$ cat config.mk
export PLATFORM = sky130hd
export DESIGN_NAME = req_arbiter4
export DESIGN_NICKNAME = d
export VERILOG_FILES = /design/src/rtl/req_arbiter4.sv
export SDC_FILE = /design/constraint.sdc
export NUM_CORES = 1
export LEC_CHECK = 0
export BUFFER_PORTS_ARGS = -buffer_cell sky130_fd_sc_hd__buf_2
export CORE_AREA = 2 2 45 47
export DETAILED_ROUTE_END_ITERATION = 6
export DIE_AREA = 0 0 47 49
export GPL_TIMING_DRIVEN = 0
export HOLD_SLACK_MARGIN = 0.1
export PLACE_DENSITY = 0.65
export REMOVE_ABC_BUFFERS = 1
export SYNTH_ARGS = -nofsm -noshare
export SYNTH_HDL_FRONTEND = slang
export SYNTH_SLANG_ARGS = --single-unit
$ cat constraint.sdc
create_clock -name clk -period 2 [get_ports clk]
set_input_delay 0.4 -clock clk [delete_from_list [all_inputs] [get_ports clk]]
set_output_delay 0.4 -clock clk [all_outputs]
set_load 0.005 [all_outputs]
$ cat src/rtl/req_arbiter4.sv
// req_arbiter4: 4-way request arbiter, registered one-hot grant, hold limit.
// Define REQ_ARBITER4_ROUND_ROBIN_EN for round-robin winner selection.
module req_arbiter4 #(
  parameter int MAX_HOLD = 8,
  parameter int CNT_W    = 4
) (
  input  logic       clk,
  input  logic       rst,
  input  logic       enable,
  input  logic [3:0] req,
  output logic [3:0] gnt,
  output logic [1:0] gnt_idx,
  output logic       gnt_valid,
  output logic       timeout
);

  typedef enum logic [1:0] {
    IDLE  = 2'd0,
    GRANT = 2'd1,
    GAP   = 2'd2
  } state_t;

  localparam logic [CNT_W-1:0] HOLD_LAST = CNT_W'(MAX_HOLD - 1);
  localparam logic [CNT_W-1:0] CNT_MAX   = '1;

  state_t           state_q, state_d;
  logic [CNT_W-1:0] hold_cnt_q, hold_cnt_d;
  logic [3:0]       mask_q, mask_d;
  logic [3:0]       gnt_q, gnt_d;
  logic [1:0]       gnt_idx_q, gnt_idx_d;
  logic             timeout_q, timeout_d;

  logic [3:0] ereq;
  logic [3:0] mask_set;
  logic [1:0] win_idx;
  logic       start;
  logic       owner_req;
  logic       at_limit;

  assign ereq      = req & ~mask_q;
  assign start     = enable && (ereq != 4'b0000);
  assign owner_req = req[gnt_idx_q];
  assign at_limit  = (MAX_HOLD != 0) && (hold_cnt_q == HOLD_LAST);

`ifdef REQ_ARBITER4_ROUND_ROBIN_EN
  logic [1:0] rr_ptr_q, rr_ptr_d;
  logic [1:0] cand;
  logic       found;

  // Search downward from rr_ptr-1, wrapping; rr_ptr itself is tried last.
  always_comb begin
    win_idx = rr_ptr_q;
    cand    = rr_ptr_q;
    found   = 1'b0;
    for (int k = 1; k <= 4; k++) begin
      cand = rr_ptr_q - 2'(k);
      if (!found && ereq[cand]) begin
        win_idx = cand;
        found   = 1'b1;
      end
    end
  end

  always_comb begin
    rr_ptr_d = rr_ptr_q;
    if (state_q == IDLE && start)
      rr_ptr_d = win_idx;
  end

  always_ff @(posedge clk or posedge rst) begin
    if (rst) rr_ptr_q <= 2'd3;
    else     rr_ptr_q <= rr_ptr_d;
  end
`else
  always_comb begin
    priority case (1'b1)
      ereq[3]: win_idx = 2'd3;
      ereq[2]: win_idx = 2'd2;
      ereq[1]: win_idx = 2'd1;
      default: win_idx = 2'd0;
    endcase
  end
`endif

  always_ff @(posedge clk or posedge rst) begin
    if (rst) begin
      state_q    <= IDLE;
      hold_cnt_q <= '0;
      mask_q     <= 4'b0000;
      gnt_q      <= 4'b0000;
      gnt_idx_q  <= 2'd0;
      timeout_q  <= 1'b0;
    end else begin
      state_q    <= state_d;
      hold_cnt_q <= hold_cnt_d;
      mask_q     <= mask_d;
      gnt_q      <= gnt_d;
      gnt_idx_q  <= gnt_idx_d;
      timeout_q  <= timeout_d;
    end
  end

  always_comb begin
    state_d = state_q;
    unique case (state_q)
      IDLE:    if (start) state_d = GRANT;
      GRANT:   if (!owner_req || at_limit) state_d = GAP;
      GAP:     state_d = IDLE;
      default: state_d = IDLE;
    endcase
  end

  // A release in the limit cycle wins over the timeout.
  always_comb begin
    gnt_d      = 4'b0000;
    gnt_idx_d  = gnt_idx_q;
    timeout_d  = 1'b0;
    hold_cnt_d = hold_cnt_q;
    mask_set   = 4'b0000;
    unique case (state_q)
      IDLE: begin
        if (start) begin
          gnt_d      = 4'b0001 << win_idx;
          gnt_idx_d  = win_idx;
          hold_cnt_d = '0;
        end
      end
      GRANT: begin
        if (!owner_req) begin
          gnt_d = 4'b0000;
        end else if (at_limit) begin
          timeout_d           = 1'b1;
          mask_set[gnt_idx_q] = 1'b1;
        end else begin
          gnt_d = gnt_q;
          if (hold_cnt_q != CNT_MAX)
            hold_cnt_d = hold_cnt_q + CNT_W'(1);
        end
      end
      default: begin
        gnt_d = 4'b0000;
      end
    endcase
    mask_d = (mask_q & req) | mask_set;
  end

  assign gnt       = gnt_q;
  assign gnt_idx   = gnt_idx_q;
  assign gnt_valid = |gnt_q;
  assign timeout   = timeout_q;

endmodule

==> reports/results.tsv, run 1 <==
stage	metric	value	unit
sta	Final Setup Violations	0	
cts	Clock Sinks	17	
setup_path	r2r worst-path depth	4	
cells_and_area	most frequent cells in the layout	dfrtp_1, buf_2, nor2b_1	
setup_path	WS Path Type	reg2out	
setup_path	Critical Path Fanout Max	3	
setup_path	Worst EP required	1600	ps
grt	global-route wire length before repair	2530	µm
flow_run	MaxCap Viol Count	0	
grt	pin count of the biggest net entering global routing	18	
synthesis	Synth Warn #	0	
grt	number of antenna violations at the first check in global routing	0	
route	total number of vias	629	
sta	Slew @ Worst Pin	630	ps
cts	CTS H-tree lvls	1	
route	Post-route DRC	0	
cts	Clock Path Buffers	2	
die	# rows	16	
grt	vias in the first global route	586	
power_and_ir_drop	Max VDD drop	0.503	mV
route	WL final	1500	µm
die	io pins	15	
synthesis	Mean Syn Cell Area	11.2	µm²
cells_and_area	ant diodes	0	
route	DR iter-0 viols	3	
synthesis	ranking of synthesized cells by area	dfrtp_1, nor2b_1, o21a_1, a22o_1, and3_2	
place	Buffers on Ports	14	
sta	Highest Clock Rate	0.575	GHz
setup_path	crit path cell chain	or4_1 > buf_2	
synthesis	Synth top area share	0.518	
cells_and_area	final layout net count	99	
sta	Slew Limit Fails	0	
sta	Setup TNS	0	ps
synthesis	register area share after synthesis	0.518	
synthesis	Distinct cells, synth	30	
place	gpl congestion	0.715	
cells_and_area	area delta synth->final	15.4	%
sta	unrepaired setup endpoints after global routing	false	
die	die width	47	µm
setup_path	critical path's slowest cell	or4_1	
setup_path	crit path DAT	1340	ps
route	Vias/cell	5.38	
cells_and_area	final cell count without fillers	117	
sta	worst setup margin	260	ps
die	Die ar.	2300	µm²
cts	TritonCTS Buffers	3	
route	iteration count of the initial detailed-routing pass	4	
setup_path	CP max stage delay	510	ps
place	HPWL Detailed	1130	µm
route	Wirelength per Cell	12.8	µm
synthesis	Mapped Area	821	µm²
cts	CTS root buf	clkbuf_4	
die	Starting Density	0.446	
cells_and_area	layout cells sized above 1	0.267	
route	Detail Route Antenna Nets	0	
cells_and_area	Reg area	425	µm²
sta	clk_skew	5.31	ps
synthesis	Post-Synthesis Cells	73	
cts	clock transition at the registers of the reported paths	100	ps
sta	worst slew margin relative to its limit	0.580	
place	placed insts	113	
cells_and_area	leading cell type in the layout, fill and taps excluded	dfrtp_1	
setup_path	CP Launch Type	flop	
cts	Clk Latency, worst-skew pair	290	ps
grt	total grt overflow	0	
synthesis	Yosys reg bits	17	
grt	Global Route Usage Sum	0.154	
outcome	outcome	finished, final reports clean	
power_and_ir_drop	Leak	0.454	nW
cts	CTS tree	built	
cells_and_area	fillers	187	
cells_and_area	multi-input logic area	384	µm²
cts	Post-CTS Setup Bufs	0	
place	Place WS	261	ps
sta	Final Critical Period	1740	ps
power_and_ir_drop	power per cell area	1070	nW/µm²
setup_path	Critical Path Sink Type	output port	
hold_path	Hold Crit Class	in2async	
synthesis	dominant cell type by area after synthesis	dfrtp_1	
die	core box area	1840	µm²
cts	Hold Buf Count CTS	0	
cts	post_cts resized	0	
sta	period utilisation layout	0.870	
die	die span in y	49	µm
sta	Fin. Hold Viols	0	
## cells by family after synthesis
logic type / Yosys count / share of synthesized area
simple gates: 31 / 0.227
compound gates: 19 / 0.184
fa+ha+maj: 1 / 0.0152
buf+inv: 3 / 0.0137
flops: 17 / 0.518
mux: 2 / 0.0412
## power by group
part           switching [mW]  internal [mW]
Clock                   0.107         0.0776
Sequential             0.0725          0.410
Combinational           0.174          0.169
## critical path: cells and delay by family, from the launching register on
family / cells / cell delay, ps
simple gates: 1 / 510
flops: 1 / 400
buf+inv: 1 / 140
## registers in the layout, indices dropped and copies added (netlist names)
| name | cells |
|---|---|
| mask_q | 4 |
| gnt_idx | 2 |
| state_q | 2 |
| hold_cnt_q | 4 |
| gnt | 4 |
| timeout | 1 |
## cell type report
type                       count  area share
clock buffer                   4      0.0277
inverter                       2     0.00793
multi-input combinational     53       0.406
sequential                    17       0.449
tap                           27      0.0357
timing repair buffer          14      0.0740
## stage by stage
step / area (µm²) / util / hold WS, ps / power, mW
2_1_floorplan: 817 / - / 326 / 0.718
3_3_place_gp: 921 / 0.500 / 477 / 0.822
3_5_place_dp: 921 / 0.500 / 480 / 0.831
5_1_grt: 947 / 0.514 / 235 / 1.08
4_1_cts: 947 / 0.514 / 195 / 1.01
6_report: 947 / 0.514 / 169 / 1.01
## per-layer routing
| metal | global-route usage | vias to the layer above | share of wire |
|---|---|---|---|
| met4 | 0.0833 | 0 | 0.028 |
| li1 | - | 313 | - |
| met2 | 0.212 | 15 | 0.44 |
| met5 | 0 | - | 0 |
| met1 | 0.221 | 296 | 0.49 |
| met3 | 0.0333 | 5 | 0.038 |
## cell usage after synthesis (all sizes together)
library cell	number
o41a	1
or3	1
o211ai	1
and3b	1
a41oi	1
o21ai	3
nor2b	7
ha	1
and3	3
or4	1
nand3b	1
a22o	3
nand2b	3
nand2	5
nor3b	3
dfrtp	17
a32o	1
o41ai	1
inv	2
mux2	1
a21oi	1
mux4	1
nand3	3
nor2	1
nor3	1
o21a	4
nand4	1
a31oi	2
clkbuf	1
a21o	1
## worst paths after layout
path,start,end,slack (ps)
worst max-delay path,gnt[0],gnt_valid,260
worst min-delay path,rst,gnt[3],170
worst max register to register,gnt_idx[0],hold_cnt_q[0],280
worst min register to register,mask_q[0],mask_q[0],500
max in group asynchronous,rst,hold_cnt_q[0],1420
min in group clk,req[0],mask_q[0],340
No activity file was read; power rests on OpenSTA's default activity.
==> inputs of run 2 (changes only) <==
--- a/config.mk
+++ b/config.mk
@@ -5,13 +5,13 @@
 export SDC_FILE = /design/constraint.sdc
 export NUM_CORES = 1
 export LEC_CHECK = 0
-export BUFFER_PORTS_ARGS = -buffer_cell sky130_fd_sc_hd__buf_2
 export CORE_AREA = 2 2 45 47
 export DETAILED_ROUTE_END_ITERATION = 6
 export DIE_AREA = 0 0 47 49
+export DONT_BUFFER_PORTS = 1
 export GPL_TIMING_DRIVEN = 0
 export HOLD_SLACK_MARGIN = 0.1
-export PLACE_DENSITY = 0.65
+export PLACE_DENSITY = 0.58
 export REMOVE_ABC_BUFFERS = 1
 export SYNTH_ARGS = -nofsm -noshare
 export SYNTH_HDL_FRONTEND = slang
==> run 2 against run 1 <==
Net effect: power is 4.4% lower; final cell count is 11% lower; highest routed layer unchanged; wire length is 0.40% higher; critical endpoint is now hold_cnt_q[0].
==> reports/results.tsv, run 2 (synthesized netlist as in run 1, its figures left out) <==
stage	metric	value	unit	change
outcome	outcome	finished, final reports clean		
grt	Global Route Usage Sum	0.156		+0.00189
cells_and_area	most frequent cells in the layout	dfrtp_1, nor2b_1, nand2_1		
cells_and_area	final layout net count	86		-13%
setup_path	worst r2r src	gnt_idx[0]		
cells_and_area	layout cells sized above 1	0.143		-0.124
setup_path	cell family with most CP delay	multiplexers		
cts	Post-CTS Setup Bufs	0		unchanged
hold_path	Hold Path End	mask_q[1]		
route	Wirelength per Cell	14.4	µm	+13%
setup_path	Critical Path Sink Type	flop		
power_and_ir_drop	Leak	0.399	nW	-12%
die	core box area	1840	µm²	unchanged
sta	Final Setup Violations	0		unchanged
setup_path	R2R Path End	hold_cnt_q[0]		
cells_and_area	ant diodes	0		unchanged
route	WL final	1500	µm	+0.40%
grt	global-route wire length before repair	2580	µm	+1.9%
power_and_ir_drop	Max VDD drop	0.497	mV	-1.2%
route	DR iter-0 viols	6		+3
cells_and_area	area delta synth->final	8.23	%	
sta	Highest Clock Rate	0.571	GHz	-0.58%
die	Die ar.	2300	µm²	unchanged
grt	total grt overflow	0		unchanged
cts	CTS tree	built		
setup_path	WS Path Type	reg2reg		
cts	TritonCTS Buffers	3		unchanged
cts	post_cts resized	0		unchanged
cts	CTS H-tree lvls	1		unchanged
route	Vias/cell	5.70		+6.1%
setup_path	Worst EP required	2230	ps	+630 ps
hold_path	Hold Crit Class	in2reg		
grt	pin count of the biggest net entering global routing	18		unchanged
cts	Clock Sinks	17		unchanged
cts	Clock Path Buffers	2		unchanged
route	iteration count of the initial detailed-routing pass	4		unchanged
hold_path	hold path cells	1		
setup_path	critical path's slowest cell	mux4_2		
cells_and_area	multi-input logic area	384	µm²	unchanged
cts	clock transition at the registers of the reported paths	100	ps	about the same
sta	clk_skew	12.5	ps	+7.21 ps
sta	Fin. Hold Viols	0		unchanged
place	HPWL Detailed	1110	µm	-1.8%
cells_and_area	leading cell type in the layout, fill and taps excluded	dfrtp_1		
route	Detail Route Antenna Nets	0		unchanged
die	die span in y	49	µm	unchanged
setup_path	CP max stage delay	610	ps	+100 ps
sta	Final Critical Period	1750	ps	+10.2 ps
cts	CTS root buf	clkbuf_4		
grt	number of antenna violations at the first check in global routing	0		unchanged
setup_path	Critical Path Fanout Max	7		+4
die	# rows	16		unchanged
cells_and_area	Reg area	425	µm²	unchanged
die	die width	47	µm	unchanged
setup_path	Buffers & Inverters on Critical Path	0		-1
cells_and_area	fillers	181		-3.2%
cts	Clk Latency, worst-skew pair	300	ps	about the same
sta	period utilisation layout	0.875		+0.00511
sta	worst hold slack	204	ps	+35.3 ps
die	io pins	15		unchanged
place	gpl congestion	0.728		+1.9%
setup_path	crit path cell chain	mux4_2 > a21o_2 > o21ai_0 > mux2_2		
route	total number of vias	593		-5.7%
setup_path	r2r worst-path depth	4		unchanged
die	Starting Density	0.446		unchanged
sta	Setup TNS	0	ps	unchanged
sta	worst slew margin relative to its limit	0.565		-0.0142
flow_run	MaxCap Viol Count	0		unchanged
route	Post-route DRC	0		unchanged
grt	vias in the first global route	582		-0.68%
sta	Slew @ Worst Pin	651	ps	+21.2 ps
setup_path	crit path DAT	1980	ps	+640 ps
setup_path	CP Launch Type	flop		
power_and_ir_drop	power per cell area	1090	nW/µm²	+1.9%
setup_path	r2r setup slk	250	ps	-30 ps
sta	unrepaired setup endpoints after global routing	false		
place	Buffers on Ports	0		-14
hold_path	hold path startpoint	req[1]		
sta	Slew Limit Fails	0		unchanged
[run 2: cell types whose count changed in the layout (fill, tap and decap cells not counted)]
cell / change
buf_2: -14
clkbuf_1: -1
dlygate4sd3_1: +1
clkinv_2: +1
[run 2: what timing repair did]
item,in CTS,in global routing
endpoints found under the hold margin,17,0
hold buffers,1,0
endpoints found under the setup margin,0,0
[run 2: layout make-up]
cell class / count / area share
Clock buffer: 3 / 0.0254
Tap cell: 27 / 0.0380
Timing Repair Buffer: 1 / 0.0113
Multi-Input combinational cell: 53 / 0.432
Clock inverter: 1 / 0.00563
Inverter: 2 / 0.00845
Sequential cell: 17 / 0.479
[run 2: worst max-delay path by stage]
stage	slack, ps	depth (start not counted)	start	endpoint
floorplan	420	3	gnt_idx[0]	hold_cnt_q[0]
global placement	270	4	gnt_idx[0]	hold_cnt_q[0]
detailed placement	280	4	gnt_idx[0]	hold_cnt_q[0]
CTS	240	4	gnt_idx[0]	hold_cnt_q[0]
global route	170	4	gnt_idx[0]	hold_cnt_q[0]
finish	250	4	gnt_idx[0]	hold_cnt_q[0]
[run 2: metrics by stage]
step | area, µm² | utilization | total power, mW | std cells | setup slack (ps)
finish | 888 | 0.482 | 0.964 | 104 | 250
global route | 888 | 0.482 | 1.05 | 104 | 170
CTS | 888 | 0.482 | 0.982 | 104 | 244
detailed placement | 851 | 0.462 | 0.791 | 99 | 283
global placement | 851 | 0.462 | 0.788 | 99 | 274
floorplan | 817 | - | 0.718 | 72 | 417
[run 2: report_power, final]
part	switching [mW]	total [mW]	internal, mW
clock	0.109	0.184	0.0745
sequential	0.0806	0.490	0.409
combinational	0.150	0.290	0.140
[run 2: routing by layer]
layer / up-vias / GRT usage / wire, µm
met5: - / 0 / 0
met4: 0 / 0.0972 / 44
met2: 17 / 0.219 / 665
met3: 5 / 0.0481 / 96
met1: 290 / 0.202 / 695
li1: 281 / - / -
